$ cat src/rtl/rv32_mc_ctrl.sv
// Multi-cycle control FSM for the RV32I core: sequences fetch, decode, execute,
// memory and writeback, with memory timeout traps and a retired-instruction count.
module rv32_mc_ctrl #(
  parameter int unsigned TIMEOUT_CYCLES = 16
) (
  input  logic        clk,
  input  logic        rst_n,
  input  logic [6:0]  opcode,
  input  logic [2:0]  funct3,
  input  logic [4:0]  rd,
  input  logic        branch_taken,
  output logic        imem_req,
  input  logic        imem_ready,
  output logic        dmem_req,
  output logic        dmem_we,
  input  logic        dmem_ready,
  output logic        ir_we,
  output logic        pc_we,
  output logic [1:0]  pc_src,
  output logic        rf_we,
  output logic [1:0]  wb_sel,
  output logic [1:0]  alu_op,
  output logic        trap,
  output logic [1:0]  trap_cause,
  output logic [31:0] instret
);

  localparam logic [6:0] OP_LUI    = 7'b0110111;
  localparam logic [6:0] OP_AUIPC  = 7'b0010111;
  localparam logic [6:0] OP_JAL    = 7'b1101111;
  localparam logic [6:0] OP_JALR   = 7'b1100111;
  localparam logic [6:0] OP_BRANCH = 7'b1100011;
  localparam logic [6:0] OP_LOAD   = 7'b0000011;
  localparam logic [6:0] OP_STORE  = 7'b0100011;
  localparam logic [6:0] OP_OPIMM  = 7'b0010011;
  localparam logic [6:0] OP_OP     = 7'b0110011;
  localparam logic [6:0] OP_FENCE  = 7'b0001111;
  localparam logic [6:0] OP_SYSTEM = 7'b1110011;

  localparam logic [7:0] TO_LAST = 8'(TIMEOUT_CYCLES - 1);

  typedef enum logic [2:0] {
    S_FETCH, S_DECODE, S_EXEC, S_MEM, S_WB, S_TRAP
  } state_t;

  state_t     state;
  state_t     state_nxt;
  logic [7:0] to_cnt;
  logic [1:0] cause_nxt;
  logic       retire;
  logic       legal;
  logic       waiting;
  logic       ready_seen;
  logic       timed_out;

  // funct3 is carried in the decoder interface but not needed for sequencing
  logic unused_funct3;
  assign unused_funct3 = ^funct3;

  always_comb begin
    legal = 1'b0;
    case (opcode)
      OP_LUI, OP_AUIPC, OP_JAL, OP_JALR, OP_BRANCH, OP_LOAD,
      OP_STORE, OP_OPIMM, OP_OP, OP_FENCE, OP_SYSTEM: legal = 1'b1;
      default: legal = 1'b0;
    endcase
  end

  assign waiting    = (state == S_FETCH) || (state == S_MEM);
  assign ready_seen = (state == S_FETCH) ? imem_ready : ((state == S_MEM) && dmem_ready);
  assign timed_out  = waiting && !ready_seen && (to_cnt == TO_LAST);

  always_comb begin
    state_nxt = state;
    cause_nxt = trap_cause;
    retire    = 1'b0;
    case (state)
      S_FETCH: begin
        if (imem_ready) begin
          state_nxt = S_DECODE;
        end else if (timed_out) begin
          state_nxt = S_TRAP;
          cause_nxt = 2'd2;
        end
      end
      S_DECODE: begin
        if (opcode == OP_SYSTEM) begin
          state_nxt = S_TRAP;
          cause_nxt = 2'd1;
        end else if (!legal) begin
          state_nxt = S_TRAP;
          cause_nxt = 2'd0;
        end else begin
          state_nxt = S_EXEC;
        end
      end
      S_EXEC: begin
        case (opcode)
          OP_BRANCH, OP_FENCE: begin
            retire    = 1'b1;
            state_nxt = S_FETCH;
          end
          OP_LOAD, OP_STORE: state_nxt = S_MEM;
          default:           state_nxt = S_WB;
        endcase
      end
      S_MEM: begin
        if (dmem_ready) begin
          if (opcode == OP_STORE) begin
            retire    = 1'b1;
            state_nxt = S_FETCH;
          end else begin
            state_nxt = S_WB;
          end
        end else if (timed_out) begin
          state_nxt = S_TRAP;
          cause_nxt = 2'd3;
        end
      end
      S_WB: begin
        retire    = 1'b1;
        state_nxt = S_FETCH;
      end
      S_TRAP:  state_nxt = S_TRAP;
      default: state_nxt = S_FETCH;
    endcase
  end

  // Outputs are gated by rst_n so requests drop the moment reset asserts
  always_comb begin
    imem_req = 1'b0;
    dmem_req = 1'b0;
    dmem_we  = 1'b0;
    ir_we    = 1'b0;
    pc_we    = 1'b0;
    pc_src   = 2'b00;
    rf_we    = 1'b0;
    wb_sel   = 2'b00;
    alu_op   = 2'b00;
    if (rst_n) begin
      case (state)
        S_FETCH: begin
          imem_req = 1'b1;
          ir_we    = imem_ready;
        end
        S_EXEC: begin
          case (opcode)
            OP_BRANCH: begin
              alu_op = 2'b01;
              pc_we  = 1'b1;
              pc_src = {1'b0, branch_taken};
            end
            OP_FENCE:     pc_we  = 1'b1;
            OP_OP, OP_OPIMM: alu_op = 2'b10;
            default:      alu_op = 2'b00;
          endcase
        end
        S_MEM: begin
          dmem_req = 1'b1;
          dmem_we  = (opcode == OP_STORE);
          pc_we    = dmem_ready && (opcode == OP_STORE);
        end
        S_WB: begin
          rf_we = (rd != 5'd0);
          pc_we = 1'b1;
          if (opcode == OP_LOAD) begin
            wb_sel = 2'b01;
          end else if ((opcode == OP_JAL) || (opcode == OP_JALR)) begin
            wb_sel = 2'b10;
          end
          if (opcode == OP_JAL) begin
            pc_src = 2'b01;
          end else if (opcode == OP_JALR) begin
            pc_src = 2'b10;
          end
        end
        default: ;
      endcase
    end
  end

  always_ff @(posedge clk or negedge rst_n) begin
    if (!rst_n) begin
      state      <= S_FETCH;
      to_cnt     <= '0;
      instret    <= '0;
      trap       <= 1'b0;
      trap_cause <= '0;
    end else begin
      state <= state_nxt;
      if ((state_nxt != state) || ready_seen) begin
        to_cnt <= '0;
      end else if (waiting) begin
        to_cnt <= to_cnt + 8'd1;
      end
      if (retire) begin
        instret <= instret + 32'd1;
      end
      if (state_nxt == S_TRAP) begin
        trap       <= 1'b1;
        trap_cause <= cause_nxt;
      end
    end
  end

endmodule

$ cat config.mk
export PLATFORM = sky130hd
export DESIGN_NAME = rv32_mc_ctrl
export DESIGN_NICKNAME = d
export VERILOG_FILES = /design/src/rtl/rv32_mc_ctrl.sv
export SDC_FILE = /design/constraint.sdc
export NUM_CORES = 1
export LEC_CHECK = 0
export ABC_CLOCK_PERIOD_IN_PS = 2700
export BUFFER_PORTS_ARGS = -buffer_cell sky130_fd_sc_hd__clkbuf_2
export CELL_PAD_IN_SITES_DETAIL_PLACEMENT = 1
export CELL_PAD_IN_SITES_GLOBAL_PLACEMENT = 1
export CORE_MARGIN = 1
export CORE_UTILIZATION = 40
export DETAILED_ROUTE_END_ITERATION = 10
export PLACE_DENSITY = 0.91
export SYNTH_ARGS = -nofsm -noshare
export SYNTH_HDL_FRONTEND = slang
export SYNTH_SLANG_ARGS = --single-unit
$ cat constraint.sdc
create_clock -name clk -period 2.7 [get_ports clk]
set_input_delay 0 -clock clk [delete_from_list [all_inputs] [get_ports clk]]
set_output_delay 0 -clock clk [all_outputs]
set_load 0.005 [all_outputs]
==> flow_metrics.env <==
export IMPL_setup_tns_ns=0
export IMPL_drt_pass1_iter_count=4
export IMPL_syn_num_nets=292
export IMPL_numCtsBuffers=5
export IMPL_max_slew_margin_pct=57.0
export IMPL_fp_coreArea_mm2=0.00631
export IMPL_vias_per_cell=5.71
export IMPL_netlist_instances=270
export IMPL_synth_compound_area_share_pct=6.57
export IMPL_power_density_mw_per_mm2=630
export IMPL_grt_first_pass_wirelength_um=12100
export IMPL_fp_dieW_um=82.8
export IMPL_synthMuxAreaShare_pct=1.20
export IMPL_final_setup_viol_count=0
export IMPL_syn_cell_area_mm2=0.00261
export IMPL_rsz0062_at_grt="no"
export IMPL_synth_top_area_cell="dfrtp_1"
export IMPL_start_kind="register"
export IMPL_syn_to_final_growth_pct=20.3
export IMPL_synth_top_family_by_area="simple AND/OR/NAND/NOR gates"
export IMPL_postCtsResizedCells=0
export IMPL_ctsRootBufferMaster="clkbuf_8"
export IMPL_dr_total_vias=2374
export IMPL_yosys_area_share_simple_pct=31.6
export IMPL_status="completed"
export IMPL_synth_xor_area_share_pct=13.1
export IMPL_detail_route_wl_per_cell_um=18.2
export IMPL_gp_congestion=0.832
export IMPL_fin_nets=360
export IMPL_io_pins=67
export IMPL_drive_above_1_share_pct=25.7
export IMPL_worst_setup_path_type="register to register"
export IMPL_synthAdderAreaFrac_pct=0.959
export IMPL_setup_ws_ns=0.217
export IMPL_worstPathArrival_ns=2.71
export IMPL_yosys_register_bits=46
export IMPL_initial_utilization_pct=41.3
export IMPL_synthDistinctLibCells=47
export IMPL_routed_wl_um=7570
export IMPL_cts_max_path_buffers=2
export IMPL_swShare_pct=36.9
export IMPL_antenna_cells=0
export IMPL_finish_utilization_pct=49.7
export IMPL_io_buffers=63
export IMPL_drt_iter0_drc=141
export IMPL_hold_viol=0
export IMPL_yosys_cell_count_top_type="dfrtp_1"
export IMPL_clock_power_share_pct=27.3
export IMPL_synth_warnings=0
export IMPL_synth_edf_count=0
export IMPL_timing_fmax_mhz=403
export IMPL_layout_min_cycle_time_ns=2.48
export IMPL_synth_top_area_share_pct=44.1
export IMPL_place_hpwl_um=5230
export IMPL_place_area_mm2=0.00302
export IMPL_post_place_ws_ns=0.447
export IMPL_hold_path_class="input port to register"
export IMPL_drv_cap=0
export IMPL_antenna_found_initial=0
export IMPL_cts_clk_slew_worst_paths_ns=0.10
export IMPL_synthTopCellsByArea="dfrtp_1 44%, xnor2_1 8.4%, xor2_1 4.7%"
export IMPL_seq_area_frac_synth_pct=44.1
export IMPL_p_int_uw=1250
export IMPL_cts_max_level=2
export IMPL_finalCritPeriodShare_pct=92.0
export IMPL_combPwrFrac_pct=26.5
export IMPL_worst_pin_slew_ns=0.639
export IMPL_drc=0
export IMPL_cts_tree="done"
export IMPL_grt_usage_pct=23.7
export IMPL_vdd_drop_max_mv=0.290
export IMPL_synth_avg_cell_area_um2=9.66
export IMPL_grt_pass1_vias=2454
export IMPL_report_final_slew_viol_count=0
export IMPL_clock_sinks=46
export IMPL_die_h_um=82.8
export IMPL_worstPathMaxFanout=18
export IMPL_end_kind="register"
export IMPL_synthTopCellsByCount="46 x dfrtp_1, 28 x nand2_1, 25 x xnor2_1, 22 x nand3_1, 17 x nand4_1"
export IMPL_power_frac_seq_pct=46.2
export IMPL_required_ns=2.92
export IMPL_core_rowCount=29
export IMPL_die_area_mm2=0.00685
export IMPL_async_reset_ff_share_pct=100
export IMPL_ant_nets=0
export IMPL_grt_ovfl_total=0
export IMPL_synthFlopType="dfrtp_1"
export IMPL_finClkSkew_ns=0.00798
export IMPL_grt_start_max_net_pins=33
export IMPL_p_sw_uw=729
export IMPL_p_leak_uw=0.00137
export IMPL_worstSkewPairLatency_ns=0.31
export IMPL_stdcell_area_mm2=0.00314
## path summary, 6_finish.rpt
path,from,slack (ns),cells after the start,endpoint
max in group asynchronous,rst_n,1.70,3,instret[1]
hold reg to reg,instret[31],0.48,1,instret[31]
setup / recovery,state[2],0.22,5,instret[25]
setup reg to reg,state[2],0.22,5,instret[25]
min in group asynchronous,rst_n,0.21,2,state[1]
hold / removal,dmem_ready,0.10,3,state[1]
## what timing repair did
action,in CTS,in global routing
setup buffers,0,0
setup endpoints to repair,0,0
endpoints found under the hold margin,14,0
hold buffers,1,0
## cells in the final DEF, fill, tap and decap left out, types with 2 or more instances in the layout
| master | Yosys | final |
|---|---|---|
| a31oi_1 | 3 | 3 |
| nand4b_1 | 2 | 2 |
| or3_1 | 3 | 3 |
| nor2b_1 | 6 | 6 |
| a211oi_1 | 2 | 2 |
| buf_4 | 1 | 5 |
| clkbuf_2 | 0 | 63 |
| o31ai_1 | 2 | 2 |
| and2_1 | 4 | 4 |
| nand2b_1 | 4 | 4 |
| nor4b_1 | 6 | 6 |
| nor3_1 | 16 | 16 |
| mux2i_1 | 2 | 2 |
| xor2_1 | 14 | 14 |
| ha_1 | 2 | 2 |
| and3_1 | 5 | 5 |
| inv_1 | 6 | 6 |
| nand3_1 | 22 | 22 |
| or4_1 | 2 | 2 |
| o21bai_1 | 2 | 2 |
| a21oi_1 | 6 | 6 |
| nand2_1 | 28 | 28 |
| nor2_1 | 11 | 11 |
| o21ai_0 | 3 | 3 |
| xnor2_1 | 25 | 25 |
| clkbuf_8 | 0 | 5 |
| dfrtp_1 | 46 | 46 |
| nand4_1 | 17 | 17 |
| and4bb_2 | 2 | 2 |
| nor4_1 | 5 | 5 |
## logic make-up after synthesis
logic type               after synthesis
multiplexers                           3
flip-flops                            46
AND/OR/NAND/NOR                      142
adder cells (fa/ha/maj)                2
XOR/XNOR                              39
buffers and inverters                 14
AO/OA/AOI/OAI                         24
## sequential cells by signal, indices dropped and copies added (netlist names)
register	count
instret	32
trap	1
trap_cause	2
to_cnt	8
state	3
## stage by stage
| stage | total power [uW] | instances | hold slack [ns] |
|---|---|---|---|
| after floorplan | 1240 | 270 | -0.296 |
| after global routing | 2090 | 416 | 0.109 |
| after CTS | 1980 | 416 | 0.0970 |
| after detailed placement | 1440 | 407 | -0.0179 |
| final | 1980 | 416 | 0.103 |
| after global placement | 1400 | 407 | -0.0309 |
## layout make-up
class / instances / area [um^2]
repair buffers: 69 / 363
clock inverters: 3 / 43.8
flip-flops and latches: 46 / 1150
clock buffers: 5 / 68.8
fillers: 782 / 3180
well taps: 77 / 96.3
inverters: 6 / 22.5
multi-input cells: 210 / 1390
## critical path: stages, from the launching register on
cell and delay (ns):
dfrtp_1 0.62, nor3b_2 0.43, o211ai_1 0.27, and3_1 0.38, nor4_1 0.50, xnor2_1 0.20
## power groups by stage
stage               logic (uW)  clock network, uW  registers, uW
floorplan                  392                  0            848
global placement           493                  0            912
detailed placement         513                  0            922
CTS                        525                548            911
global route               588                575            927
finish                     524                539            914
## routing by layer
metal	GRT usage (%)	routed length (um)	share of wire, %	vias to the layer above
li1	-	-	-	1112
met1	27.7	3070	41	1184
met2	43.0	4050	54	56
met3	3.85	236	3.1	22
met4	9.31	206	2.7	0
met5	0	0	0	-
No activity file was read; power rests on OpenSTA's default activity.
